$ cat src/rtl/ex_operand_stage.sv
// Operand-select stage between decode and ALU: resolves forwarding at capture,
// holds one instruction, and stalls decode for one cycle on a load-use dependency.
module ex_operand_stage #(
  parameter int XLEN = 32
) (
  input  logic            CLK,
  input  logic            RST_N,
  input  logic            IN_VALID,
  output logic            IN_READY,
  input  logic [XLEN-1:0] IN_PC,
  input  logic [XLEN-1:0] IN_RS1_DATA,
  input  logic [XLEN-1:0] IN_RS2_DATA,
  input  logic [XLEN-1:0] IN_IMM,
  input  logic [4:0]      IN_RS1,
  input  logic [4:0]      IN_RS2,
  input  logic [4:0]      IN_RD,
  input  logic [7:0]      IN_OPCODE,
  input  logic [6:0]      IN_FUNCT_SEVEN,
  input  logic [2:0]      IN_FUNCT_THREE,
  input  logic            FWD1_VALID,
  input  logic [4:0]      FWD1_RD,
  input  logic [XLEN-1:0] FWD1_DATA,
  input  logic            FWD2_VALID,
  input  logic [4:0]      FWD2_RD,
  input  logic [XLEN-1:0] FWD2_DATA,
  input  logic            FLUSH,
  output logic            OUT_VALID,
  input  logic            OUT_READY,
  output logic [XLEN-1:0] A,
  output logic [XLEN-1:0] B,
  output logic [7:0]      OPCODE,
  output logic [6:0]      FUNCT_SEVEN,
  output logic [2:0]      FUNCT_THREE,
  output logic [4:0]      OUT_RD,
  output logic [XLEN-1:0] OUT_STORE_DATA,
  output logic [XLEN-1:0] OUT_PC,
  output logic            OUT_IS_LOAD,
  output logic [15:0]     STALL_COUNT
);

  localparam logic [0:0] S_EMPTY = 1'b0;
  localparam logic [0:0] S_FULL  = 1'b1;

  logic [0:0]      r_state;
  logic [XLEN-1:0] r_a, r_b, r_sd, r_pc;
  logic [7:0]      r_op;
  logic [6:0]      r_f7;
  logic [2:0]      r_f3;
  logic [4:0]      r_rd;
  logic            r_ld;
  logic [15:0]     r_stall;

  logic            w_use_rs1, w_use_rs2, w_hazard, w_xfer;
  logic [XLEN-1:0] w_rs1, w_rs2, w_a, w_b;

  // Newer (MEM) result wins over older (WB); x0 never forwards.
  function automatic logic [XLEN-1:0] resolve(input logic [4:0] rs, input logic [XLEN-1:0] rf);
    if (rs == 5'd0)                        return '0;
    else if (FWD1_VALID && FWD1_RD == rs)  return FWD1_DATA;
    else if (FWD2_VALID && FWD2_RD == rs)  return FWD2_DATA;
    else                                   return rf;
  endfunction

  always_comb begin
    w_use_rs1 = !(IN_OPCODE == 8'h37 || IN_OPCODE == 8'h17 || IN_OPCODE == 8'h6F);
    w_use_rs2 = (IN_OPCODE == 8'h33 || IN_OPCODE == 8'h63 || IN_OPCODE == 8'h23);
    w_hazard  = (r_state == S_FULL) && r_ld && (r_rd != 5'd0) && IN_VALID &&
                ((w_use_rs1 && IN_RS1 == r_rd) || (w_use_rs2 && IN_RS2 == r_rd));
    IN_READY  = RST_N && ((r_state == S_EMPTY) || OUT_READY) && !w_hazard && !FLUSH;
    w_xfer    = IN_VALID && IN_READY;
    w_rs1     = resolve(IN_RS1, IN_RS1_DATA);
    w_rs2     = resolve(IN_RS2, IN_RS2_DATA);
    w_a       = w_rs1;
    if (IN_OPCODE == 8'h17 || IN_OPCODE == 8'h6F) w_a = IN_PC;
    else if (IN_OPCODE == 8'h37)                  w_a = '0;
    w_b       = (IN_OPCODE == 8'h33 || IN_OPCODE == 8'h63) ? w_rs2 : IN_IMM;
  end

  always_ff @(posedge CLK) begin
    if (!RST_N) begin
      r_state <= S_EMPTY;
      r_a <= '0; r_b <= '0; r_sd <= '0; r_pc <= '0;
      r_op <= '0; r_f7 <= '0; r_f3 <= '0; r_rd <= '0; r_ld <= 1'b0;
      r_stall <= '0;
    end else begin
      if (w_hazard && r_stall != 16'hFFFF) r_stall <= r_stall + 16'd1;
      if (FLUSH) begin
        r_state <= S_EMPTY;
      end else if (w_xfer) begin
        r_state <= S_FULL;
        r_a  <= w_a;
        r_b  <= w_b;
        r_sd <= w_rs2;
        r_pc <= IN_PC;
        r_op <= IN_OPCODE;
        r_f7 <= IN_FUNCT_SEVEN;
        r_f3 <= IN_FUNCT_THREE;
        r_rd <= IN_RD;
        r_ld <= (IN_OPCODE == 8'h03);
      end else if (OUT_READY) begin
        r_state <= S_EMPTY;
      end
    end
  end

  // Data outputs keep their last values while EMPTY; OUT_VALID qualifies them.
  assign OUT_VALID      = (r_state == S_FULL);
  assign A              = r_a;
  assign B              = r_b;
  assign OPCODE         = r_op;
  assign FUNCT_SEVEN    = r_f7;
  assign FUNCT_THREE    = r_f3;
  assign OUT_RD         = r_rd;
  assign OUT_STORE_DATA = r_sd;
  assign OUT_PC         = r_pc;
  assign OUT_IS_LOAD    = r_ld;
  assign STALL_COUNT    = r_stall;

endmodule

$ cat config.mk
export PLATFORM = sky130hd
export DESIGN_NAME = ex_operand_stage
export DESIGN_NICKNAME = d
export VERILOG_FILES = /design/src/rtl/ex_operand_stage.sv
export SDC_FILE = /design/constraint.sdc
export NUM_CORES = 1
export LEC_CHECK = 0
export BUFFER_PORTS_ARGS = -buffer_cell sky130_fd_sc_hd__buf_4
export CORE_AREA = 2 2 161 163
export DETAILED_ROUTE_END_ITERATION = 6
export DIE_AREA = 0 0 163 165
export HOLD_SLACK_MARGIN = 0.1
export MAX_ROUTING_LAYER = met4
export PLACE_DENSITY = 0.71
export REMOVE_ABC_BUFFERS = 1
export SKIP_LAST_GASP = 1
export SLEW_MARGIN = 5
export SYNTH_ARGS = -nofsm -noshare
export SYNTH_HDL_FRONTEND = slang
export SYNTH_SLANG_ARGS = --single-unit
export TNS_END_PERCENT = 10
$ cat constraint.sdc
create_clock -name CLK -period 2.53 [get_ports CLK]
set_input_delay 0 -clock CLK [delete_from_list [all_inputs] [get_ports CLK]]
set_output_delay 0 -clock CLK [all_outputs]
set_load 0.05 [all_outputs]
* Yosys cells after proc, flatten, opt, wreduce, memory -nomap -nowiden
Cells that the tools add are included.
** Storage, ports and cells
- Bits in registers :: 169
- Output and inout port bits :: 170
- Word-level logic and storage cells :: 71
- Input bits :: 242
** Operators by class
- Add/subtract/negate cells :: 1
- Bitwise gates (word level) :: 3
- Multiplexer cells :: 11
- Reduce and logical (&&, ||, !) cells :: 31
- Equal/unequal tests :: 14
** Operators by type and width (count)
- 32-bit 2-to-1 mux :: 9
- 5-bit equality test :: 6
- 8-bit by 6-bit equality test with 1-bit output (second input constant) :: 3
- 16-bit by 1-bit adder with 16-bit output (second input constant) :: 1
- 8-bit by 7-bit equality test with 1-bit output (second input constant) :: 2
- 16-bit != test (second input constant) :: 1
- 1-bit logical AND :: 15
- 5-bit zero test :: 2
- 8-bit by 2-bit equality test with 1-bit output (second input constant) :: 1
- 8-bit by 5-bit equality test with 1-bit output (second input constant) :: 1
- 1-bit logical OR :: 7
- 5-bit nonzero test :: 1
- 1-bit zero test :: 3
- 1-bit inverter :: 3
- 1-bit 2-to-1 mux :: 2
- 2-bit AND reduction :: 1
- 2-bit nonzero test :: 1
- 2-bit OR reduction :: 1

* Depth between registers and ports, before layout
Gate-level depths: netlist of run 1.
- Depth after elaboration :: 12
- Gate-level depth with buffers :: 10
- Gate-level depth less buffers :: 6

* Worst setup path after synthesis of run 1
No wires, ideal clock.
- Path kind :: reg2out
- From :: register r_rd[0] (netlist: OUT_RD[0])
- To :: output port IN_READY
- Path slack :: -284 ps
- Arrival time :: 2814 ps
- Data required time :: 2530 ps
- Stages on the path, launching flop included :: 6
- Path buffers :: 1
- Cell sequence :: dfxtp_1 > or4_1 > o2111ai_2 > and4b_1 > clkbuf_1 > nor3b_1
** Between the ends
- Cells in the longest elaborated chain, start to end :: 7
** Ends and longest elaborated chain
- from (decl) :: line 49 : logic [4:0] r_rd;
- from (signal assigned) :: line 83 : r_op <= '0; r_f7 <= '0; r_f3 <= '0; r_rd <= '0; r_ld <= 1'b0;
- from (signal assigned) :: line 98 : r_rd <= IN_RD;
- 5-bit equality test or 5-bit nonzero test (tied branches) :: line 68, 67
- 1-bit logical AND (on tied branches) :: line 68, 67
- 1-bit logical OR or 1-bit logical AND (tied branches) :: line 68, 67
- 1-bit logical AND (*) :: line 67 : w_hazard = (r_state == S_FULL) && r_ld && (r_rd != 5'd0) && IN_VALID &&
- 1-bit zero test (*) :: line 69 : IN_READY = RST_N && ((r_state == S_EMPTY) || OUT_READY) && !w_hazard && !FLUSH;
- 1-bit logical AND (*) (2 in series) :: line 69
- to (decl) :: line 9 : output logic IN_READY,
Mark *: on every way between the ends. The rest lies on a longest branch, timed or not.

* Worst setup path in the final report of run 1
- From :: input port IN_OPCODE[3]
- To :: register r_a[2] (netlist: A[2])
** Between the ends
- Cells in the longest elaborated chain, start to end :: 12
** Ends and longest elaborated chain
- from (decl) :: line 17 : input logic [7:0] IN_OPCODE,
- 8-bit by 6-bit equality test with 1-bit output or 8-bit by 5-bit equality test with 1-bit output (tied branches) :: line 65, 75, 74
- 1-bit logical OR (2 in series) :: line 65 : w_use_rs1 = !(IN_OPCODE == 8'h37 || IN_OPCODE == 8'h17 || IN_OPCODE == 8'h6F);
- 1-bit zero test :: line 65
- 1-bit logical AND :: line 68 : ((w_use_rs1 && IN_RS1 == r_rd) || (w_use_rs2 && IN_RS2 == r_rd));
- 1-bit logical OR :: line 68
- 1-bit logical AND :: line 67
- 1-bit zero test :: line 69
- 1-bit logical AND (2 in series) :: line 69
- 1-bit logical AND :: line 70 : w_xfer = IN_VALID && IN_READY;
- 2-bit AND reduction (no source line)
- to (signal assigned) :: line 91 : r_a <= w_a;
- to (decl) :: line 45 : logic [XLEN-1:0] r_a, r_b, r_sd, r_pc;
Parallel ways exist; a longest one is shown, timed or not.
A chain may end at the register's enable or synchronous reset.

==> run summary, run 1 <==
largest net degree at the start of global routing: 97
cells after synthesis: 1079
Hold Path Origin: FWD2_DATA[17]
DRT Wirelength: 41.2 mm
initial antenna violation count: 0
TritonCTS clock tree: built
post-DR vias/cell: 5.53
Routed wire per std cell: 20.1 um
clk_skew: 0.0231 ns
multi-input logic area: 0.00461 mm^2
Worst Path Required: 2.84 ns
RSZ-0062 raised after global routing: yes
Rows: 58
Reg area: 0.00338 mm^2
Pre-antenna DRT Iters: 7
P_sw: 2.24 mW
Clock Latency Late Sink: 0.43 ns
die area: 0.0269 mm^2
Post-Synth Simple-Gate Area: 18.7%
register area share after synthesis: 40.9%
Setup CP Type: primary input to flip-flop
vias in the first global route: 11100
Slew @ Worst Pin: 1.37 ns
Hold WC Path Type: primary input to flip-flop
DPL Wire Length: 24.9 mm
Final Hold Fails: 0
switching part of the total power: 31.0%
CTS sink count: 169
Port Buffer Count: 411
Setup crit start kind: primary input
post-route DRC violation count: 1
period utilization: 101%
Cell variety after synth: 42
crit path launch: IN_OPCODE[3]
Slew headroom: 8.78%
YS warnings: 0
Comb pwr share: 24.6%
die height: 165 um
number of fill cells: 2077
WHS: 0.121 ns
Crit Path Max Fanout: 14
Clock Tree Root: clkbuf_16
part of the power in registers: 39.1%
Final Slew Violations: 0
crit end category: flip-flop
crit path time final: 2.56 ns
synthesized area: 0.00827 mm^2
Post-Synth Adder-Cell Area: 0.151%
GPL Wtd Cong: 0.882
global route overflow: 0
DR vias: 11400
Worst-path clk slew: 0.07 ns
I/O pins: 412
initial DRC count: 1198
ANT nets after route: 0
largest family of logic cells by synthesized area: compound AO/OA/AOI/OAI gates
failing checks: design-rule violations, negative setup slack
Chip Width: 163 um
H-Tree Depth: 4
CP arrival: 2.87 ns
Design Power: 7.22 mW
flop and latch count out of synthesis: 169
global-route wire length before repair: 59.6 mm
status: finished, violations left
Final #Nets: 1955
maxcap violations: 0
compound-gate portion of the synthesized area: 30.6%
P_leak: 6.41 nW
Pint: 4.98 mW
maximum clock frequency: 391 MHz
Total Routing Usage GR: 29.3%
pwr/cell area: 481 mW/mm^2
setup slack after layout: -0.0254 ns
post-synthesis mux area share: 1.45%
cts bufs inserted: 17
Max Buffers Root-to-Sink: 2
Worst VDD drop: 0.000326 V
Initial Util: 33.0%
RR Startpoint: OUT_RD[0]
endpoints failing setup: 3
Clk pwr share: 36.3%
syn avg cell area: 7.66 um^2
xor and xnor area share after synthesis: 3.60%
P&R area growth vs syn: 81.5%
total core area: 0.0250 mm^2
share of cells above drive strength 1: 29.2%
==> layer usage <==
metal | up-vias | track usage (%) | share of wire [%]
li1 | 5144 | - | -
met1 | 5321 | 33.5 | 39
met2 | 768 | 48.8 | 48
met3 | 137 | 5.95 | 9.0
met4 | 0 | 15.3 | 4.5
met5 | - | - | 0
==> synth_stat cells <==
library cell,count,area [um^2]
a31oi_1,54,338
and4b_1,1,10.0
nand4_1,2,12.5
nor2b_1,1,6.26
and3_1,3,18.8
nor2_1,78,293
xor2_1,21,184
a22o_1,32,280
or3b_2,1,8.76
nand2_1,240,901
inv_1,3,11.3
nand3_1,12,60.1
o21ai_1,1,5.00
o31ai_1,5,37.5
o21bai_1,1,7.51
or4b_1,1,10.0
nand4bb_1,1,11.3
a21oi_1,141,706
o2111ai_2,1,15.0
mux2i_1,12,120
o2111ai_1,2,17.5
ha_1,1,12.5
buf_2,14,70.1
nor4b_2,1,15.0
a311o_1,54,541
inv_2,1,3.75
dfxtp_1,169,3380
nor3b_1,2,15.0
and4_1,1,8.76
a211o_1,10,87.6
or3_1,4,25.0
or4_1,8,60.1
o21ai_0,91,455
nor3_2,1,10.0
nor3_1,4,20.0
a21o_1,1,7.51
xnor2_1,13,114
nor4_1,5,31.3
o21a_1,4,30.0
clkbuf_1,78,293
nand2b_1,2,12.5
nand4b_1,2,17.5
==> power by group through the flow <==
stage / Combinational, mW / Sequential [mW] / Clock [mW]
floorplan: 0.350 / 3.22 / 0
global placement: 1.37 / 2.87 / 0
detailed placement: 1.38 / 2.88 / 0
CTS: 1.72 / 2.82 / 2.67
global route: 1.86 / 2.83 / 2.77
finish: 1.78 / 2.82 / 2.62
==> critical path: stages <==
cell and delay (ns):
dlygate4sd3_1 0.54, buf_4 0.15, or3b_2 0.45, a21o_1 0.29, o21ai_2 0.55, a311o_1 0.23, dlygate4sd3_1 0.57, a21oi_1 0.06
==> stage by stage <==
step                cells  TNS, ns  setup WS (ns)  area [um^2]  util, %
CTS                  2050        0         0.0471        14900     59.6
global placement     1763        0         0.0737        11800     47.1
finish               2056  -0.0441        -0.0254        15000     59.9
floorplan             987  -562.25          -5.08         7900        -
global route         2055   -0.346        -0.0390        15000     59.9
detailed placement   1763   -0.892        -0.0437        11800     47.1
==> layout make-up <==
cell class	instances	area share [%]
inverters	4	0.100
diodes	1	0.0167
clock buffers	19	2.89
flip-flops and latches	169	22.6
clock inverters	13	0.901
well taps	330	2.75
multi-input cells	816	30.7
repair buffers	704	40.1
==> layout by cell type, fill, tap and decap left out, drive strengths merged, types with 2 or more instances in the layout <==
| cell | instances |
|---|---|
| buf | 452 |
| o21ai | 93 |
| inv | 9 |
| a211o | 10 |
| dfxtp | 169 |
| nor4 | 5 |
| o2111ai | 3 |
| or3 | 4 |
| dlygate4sd3 | 251 |
| a21oi | 141 |
| and3 | 3 |
| nand3 | 12 |
| nand4 | 2 |
| nor3 | 5 |
| or4 | 8 |
| nand4b | 2 |
| a22o | 32 |
| o31ai | 5 |
| a31oi | 54 |
| nand2 | 240 |
| xnor2 | 13 |
| clkinv | 3 |
| clkinvlp | 4 |
| xor2 | 21 |
| o21a | 4 |
| a311o | 54 |
| mux2i | 12 |
| nor3b | 2 |
| nand2b | 2 |
| nor2 | 79 |
| clkbuf | 20 |
==> registers in the layout (all words and copies together), names as in the netlist, 3 cells and up <==
name,flops
A,32
B,32
FUNCT_SEVEN,7
FUNCT_THREE,3
OPCODE,8
OUT_PC,32
OUT_RD,5
OUT_STORE_DATA,32
STALL_COUNT,16
==> cells by family (layout without fill, tap and decap cells) <==
logic type               count (synthesis)  count (layout)
flip-flops                             169             169
buffers and inverters                   96             740
AND/OR/NAND/NOR                        370             371
adder cells (fa/ha/maj)                  1               1
multiplexers                            12              12
other                                    0               1
XOR/XNOR                                34              34
AO/OA/AOI/OAI                          397             398
==> final timing paths <==
check                    to  slack [ns]  cells after the start
setup / recovery       A[2]       -0.03                      8
hold / removal        B[17]        0.12                      4
setup reg to reg      A[29]        0.05                      7
hold reg to reg   OUT_PC[8]        0.46                      2
==> timing repair <==
action                                  in CTS  in global routing
pin swaps                                    2                  0
resized for setup                            1                  3
gates cloned                                 1                  2
setup buffers                                3                  3
hold endpoints to repair                   152                  0
endpoints found under the setup margin      32                 26
hold buffers                               251                  0
Note: power is estimated with default switching activity, not from simulation.
==> inputs of run 2 (changes only) <==
--- a/config.mk
+++ b/config.mk
@@ -13,6 +13,7 @@
 export MAX_ROUTING_LAYER = met4
 export PLACE_DENSITY = 0.71
 export REMOVE_ABC_BUFFERS = 1
+export SETUP_SLACK_MARGIN = 0.3
 export SKIP_LAST_GASP = 1
 export SLEW_MARGIN = 5
 export SYNTH_ARGS = -nofsm -noshare
==> run 2 against run 1 <==
Compared with the run above:
- the run now ends clean
- first-iteration DRC count is 0.42% higher
- flip-flop and latch count stayed put
- global-route usage is 0.14 points lower
- design area is 0.83% higher
- worst hold slack better by 0.0076 ns
- sequential power hardly changed
- via count is 0.72% higher
- die area stayed put
- largest cell class unchanged
==> run summary, run 2 (same netlist as run 1, synthesis figures left out) <==
Clock Latency Late Sink: 0.42 ns
Worst-path clk slew: 0.08 ns
global route overflow: 0
Setup CP Type: flip-flop to flip-flop
Initial Util: 33.0%
die area: 0.0269 mm^2
Clk pwr share: 36.3%
cts bufs inserted: 17
total core area: 0.0250 mm^2
Chip Width: 163 um
period utilization: 96.9%
Slew @ Worst Pin: 1.32 ns
maxcap violations: 0
part of the power in registers: 39.0%
TritonCTS clock tree: built
H-Tree Depth: 4
Total Routing Usage GR: 29.2%
worst slack at placement: -0.0437 ns
Crit path max-delay family: simple AND/OR/NAND/NOR gates
crit path time final: 2.45 ns
Levels on crit path: 8
Slew headroom: 11.5%
Setup crit start kind: flip-flop
clk_skew: 0.0156 ns
Most Frequent Cell on Critical Path: a21oi_1
RSZ-0062 raised after global routing: yes
share of cells above drive strength 1: 30.8%
Inst Count DP: 1763
Non-Filler Instances: 2049
largest net degree at the start of global routing: 97
initial DRC count: 1203
P_sw: 2.26 mW
Final Hold Fails: 0
setup slack after layout: 0.0796 ns
Finished Core Util: 60.4%
Pint: 4.98 mW
Final Slew Violations: 0
die height: 165 um
Worst Path Required: 2.83 ns
DRT Wirelength: 42.1 mm
Hold Crit Depth: 4
P_leak: 6.49 nW
Worst path slowest cell: or4_4
endpoints failing setup: 0
CTS sink count: 169
Worst VDD drop: 0.000326 V
most common cell after layout, fill and taps aside: buf_4
CP arrival: 2.75 ns
status: finished clean
Rows: 58
initial antenna violation count: 0
I/O pins: 412
Final #Nets: 1949
Comb pwr share: 24.7%
GPL Wtd Cong: 0.882
WP buf/inv: 2
number of fill cells: 2042
Max Buffers Root-to-Sink: 2
post-route DRC violation count: 0
P&R area growth vs syn: 83.0%
global-route wire length before repair: 59.7 mm
R2R depth: 8
maximum clock frequency: 408 MHz
Routed wire per std cell: 20.6 um
Port Buffer Count: 411
most frequent cells in the layout: buf_4, nand2_1, dlygate4sd3_1
DPL Wire Length: 24.9 mm
pwr/cell area: 479 mW/mm^2
Clock Tree Root: clkbuf_16
CP max stage delay: 0.42 ns
# diodes: 0
Hold WC Path Type: primary input to flip-flop
Pre-antenna DRT Iters: 6
switching part of the total power: 31.2%
crit end category: flip-flop
Crit Path Max Fanout: 89
ANT nets after route: 0
worst path cell trace: buf_4, or4_4, o2111ai_4, and4b_2, or3_4, buf_12, a21oi_1, a21oi_1
DR vias: 11500
post-DR vias/cell: 5.59
vias in the first global route: 11200
==> run 2: changes by cell type in the layout (fill, tap and decap cells not counted), sizes merged <==
cell         previous run  this run
clkbuf                 20        24
o21ai                  93        92
diode                   1         0
buf                   452       459
dlygate4sd3           251       235
==> run 2: power by group through the flow <==
stage	registers (mW)	logic, mW	clock network [mW]
6_report	2.82	1.79	2.63
5_1_grt	2.83	1.87	2.77
4_1_cts	2.82	1.70	2.67
3_3_place_gp	2.87	1.37	0
2_1_floorplan	3.22	0.350	0
3_5_place_dp	2.88	1.38	0
==> run 2: timing repair <==
action                                  in CTS  in global routing
hold buffers                               235                  0
cloned                                       1                  5
hold endpoints to repair                   152                  0
endpoints found under the setup margin     167                168
buffers inserted                             4                  9
pin swaps                                    6                  8
resized for setup                            6                 27
==> run 2: area by class of cell <==
| class | count | area, um^2 | area share (%) |
|---|---|---|---|
| well taps | 330 | 413 | 2.73 |
| repair buffers | 699 | 6050 | 40.0 |
| flip-flops and latches | 169 | 3390 | 22.4 |
| inverters | 4 | 15.0 | 0.0993 |
| multi-input cells | 815 | 4690 | 31.0 |
| clock inverters | 13 | 135 | 0.893 |
| clock buffers | 19 | 433 | 2.86 |
==> run 2: metrics by stage <==
step	TNS, ns	power (mW)	hold slack [ns]	instance area (um^2)
finish	0	7.24	0.129	15100
global route	-0.0217	7.47	0.142	15100
CTS	0	7.19	0.103	14800
detailed placement	-0.892	4.26	0.257	11800
global placement	0	4.24	0.248	11800
floorplan	-562.25	3.57	0.118	7900
==> run 2: layer usage <==
metal	vias up	routed length, um	global-route usage (%)	part of all wire, %
met2	784	20200	48.9	48
met1	5369	16200	33.0	38
li1	5142	-	-	-
met4	0	1960	15.0	4.6
met5	-	0	-	0
met3	157	3760	6.25	8.9
==> run 2: path summary, 6_finish.rpt <==
kind | to | slack [ns] | from
max | A[23] | 0.08 | OUT_RD[3]
min | B[7] | 0.13 | IN_RS2_DATA[7]
min reg2reg | OUT_PC[3] | 0.46 | OUT_PC[3]
max reg2reg | A[23] | 0.08 | OUT_RD[3]
==> run 2: worst reg2reg max path, cell delays in order (launching register included) <==
cell and delay, ns:
dfxtp_2 0.33, buf_4 0.12, or4_4 0.42, o2111ai_4 0.21, and4b_2 0.30, or3_4 0.36, buf_12 0.22, a21oi_1 0.28
a21oi_1 0.09
==> inputs of run 3 (changes only) <==
--- a/config.mk
+++ b/config.mk
@@ -6,13 +6,14 @@
 export NUM_CORES = 1
 export LEC_CHECK = 0
 export BUFFER_PORTS_ARGS = -buffer_cell sky130_fd_sc_hd__buf_4
-export CORE_AREA = 2 2 161 163
+export CELL_PAD_IN_SITES_DETAIL_PLACEMENT = 0
+export CELL_PAD_IN_SITES_GLOBAL_PLACEMENT = 2
+export CORE_ASPECT_RATIO = 1.4
+export CORE_UTILIZATION = 22
 export DETAILED_ROUTE_END_ITERATION = 6
-export DIE_AREA = 0 0 163 165
 export HOLD_SLACK_MARGIN = 0.1
 export MAX_ROUTING_LAYER = met4
-export PLACE_DENSITY = 0.71
-export REMOVE_ABC_BUFFERS = 1
+export PLACE_DENSITY = 0.85
 export SETUP_SLACK_MARGIN = 0.3
 export SKIP_LAST_GASP = 1
 export SLEW_MARGIN = 5
==> run 3 against run 2 <==
Compared with the run above:
- the flow now finishes with violations (design-rule violations, negative setup slack)
- critical path type unchanged
- design area rose by 3.3%
- highest routed layer unchanged
- largest power group unchanged
- wire length grew 3.9%
- clock power increased by 4%
==> run summary, run 3 (same netlist as run 1, synthesis figures left out) <==
status: finished, violations left
failing checks: design-rule violations, negative setup slack
die height: 231 um
largest net degree at the start of global routing: 97
Design Power: 7.41 mW
Routed wire per std cell: 19.8 um
Hold WC Path Type: primary input to flip-flop
maximum clock frequency: 384 MHz
CTS sink count: 169
Setup crit start kind: flip-flop
RSZ-0062 raised after global routing: yes
Pre-antenna DRT Iters: 7
Setup CP Type: flip-flop to flip-flop
global-route wire length before repair: 63.1 mm
setup slack after layout: -0.0748 ns
DR vias: 10900
die area: 0.0384 mm^2
cts bufs inserted: 17
Worst Path Required: 2.92 ns
Crit path max-delay family: simple AND/OR/NAND/NOR gates
worst slack at placement: 0.0589 ns
Clock Tree Root: clkbuf_16
Final #Nets: 1977
endpoints failing setup: 8
vias in the first global route: 10900
Worst-path clk slew: 0.08 ns
post-route DRC violation count: 24
Final Hold Fails: 0
DRT Wirelength: 43.8 mm
P_leak: 6.66 nW
Clock Latency Late Sink: 0.46 ns
ANT nets after route: 0
syn_nets: 1322
most frequent cells in the layout: buf_4, dlygate4sd3_1, nand2_1
share of cells above drive strength 1: 30.3%
initial DRC count: 869
DPL Wire Length: 29.7 mm
P&R area growth vs syn: 89.1%
maxcap violations: 0
Inst Count DP: 1900
global route overflow: 0
post-DR vias/cell: 4.92
CP max stage delay: 0.53 ns
Port Buffer Count: 411
CP arrival: 2.99 ns
Crit Path Max Fanout: 4
I/O pins: 412
Worst path slowest cell: or4_4
clk_skew: 0.0195 ns
total core area: 0.0369 mm^2
most common cell after layout, fill and taps aside: buf_4
Slew @ Worst Pin: 0.843 ns
WP buf/inv: 1
Worst VDD drop: 0.000343 V
Total Routing Usage GR: 22.0%
Slew headroom: 43.8%
GPL Wtd Cong: 0.906
crit path time final: 2.60 ns
TritonCTS clock tree: built
Final Slew Violations: 0
period utilization: 103%
crit end category: flip-flop
Initial Util: 22.4%
pwr/cell area: 474 mW/mm^2
H-Tree Depth: 4
worst path cell trace: or4_4, o2111ai_4, and4b_2, buf_4, or3_4, or4b_4, a21oi_2
initial antenna violation count: 2
Chip Width: 166 um
Non-Filler Instances: 2216
Sum Neg Setup Slack: -0.189 ns
Max Buffers Root-to-Sink: 2
Rows: 83
run 3: cell count changes in the layout (fill, tap and decap cells not counted), moves of 3 or more:
cell	previous run	this run
dfxtp_1	166	156
buf_4	445	439
dfxtp_4	0	4
a21oi_1	136	140
dfxtp_2	3	9
xor2_1	18	21
xor2_2	3	0
a21oi_2	5	1
clkinvlp_4	4	0
buf_12	5	11
dlygate4sd3_1	235	265
run 3: metal layers:
metal  GRT usage (%)  vias up  wire length, um
li1                -     5211                -
met1            25.7     5138            18000
met2            37.0      458            21700
met3            3.21       93             2440
met4            10.7        0             1600
met5               -        -                0
run 3: worst paths after layout:
| kind | slack (ns) | to | cells after the start | from |
|---|---|---|---|---|
| setup reg to reg | -0.07 | OUT_IS_LOAD | 7 | OUT_RD[0] |
| hold / removal | 0.1 | A[30] | 4 | IN_RS1_DATA[30] |
| hold reg to reg | 0.46 | OPCODE[4] | 2 | OPCODE[4] |
| setup / recovery | -0.07 | OUT_IS_LOAD | 7 | OUT_RD[0] |
run 3: worst reg2reg max path: cells and delay by family, from the launching register on:
| family | cells | cell delay, ns |
|---|---|---|
| AOI/OAI and AO/OA | 2 | 0.34 |
| and+or+nand+nor | 4 | 1.67 |
| DFF | 1 | 0.37 |
| buffers and inverters | 1 | 0.15 |
run 3: timing repair:
action / in CTS / in global routing
endpoints found under the setup margin: 167 / 169
cloned: 0 / 8
hold buffers: 265 / 0
endpoints found under the hold margin: 153 / 0
setup buffers: 1 / 8
pin swaps: 1 / 5
gates resized for setup: 2 / 17
run 3: metrics by stage:
step / area (um^2) / util [%] / hold slack [ns]
2_1_floorplan: 8330 / - / 0.126
3_3_place_gp: 12000 / 32.7 / 0.249
3_5_place_dp: 12000 / 32.7 / 0.254
4_1_cts: 15300 / 41.5 / 0.102
5_1_grt: 15600 / 42.4 / 0.141
6_report: 15600 / 42.4 / 0.0955
run 3: power by group:
group / internal (mW) / total [mW] / switching (mW)
registers: 2.76 / 2.81 / 0.0578
logic: 0.889 / 1.86 / 0.969
clock network: 1.43 / 2.74 / 1.31
run 3: cell type report:
type                            instances  area, um^2
Clock buffer                           18         439
Tap cell                              467         584
Clock inverter                         14         156
Fill cell                            3685       21200
Sequential cell                       169        3410
Inverter                                4        15.0
Multi-Input combinational cell        815        4630
Timing Repair Buffer                  727        6390
Antenna cell                            2        5.00
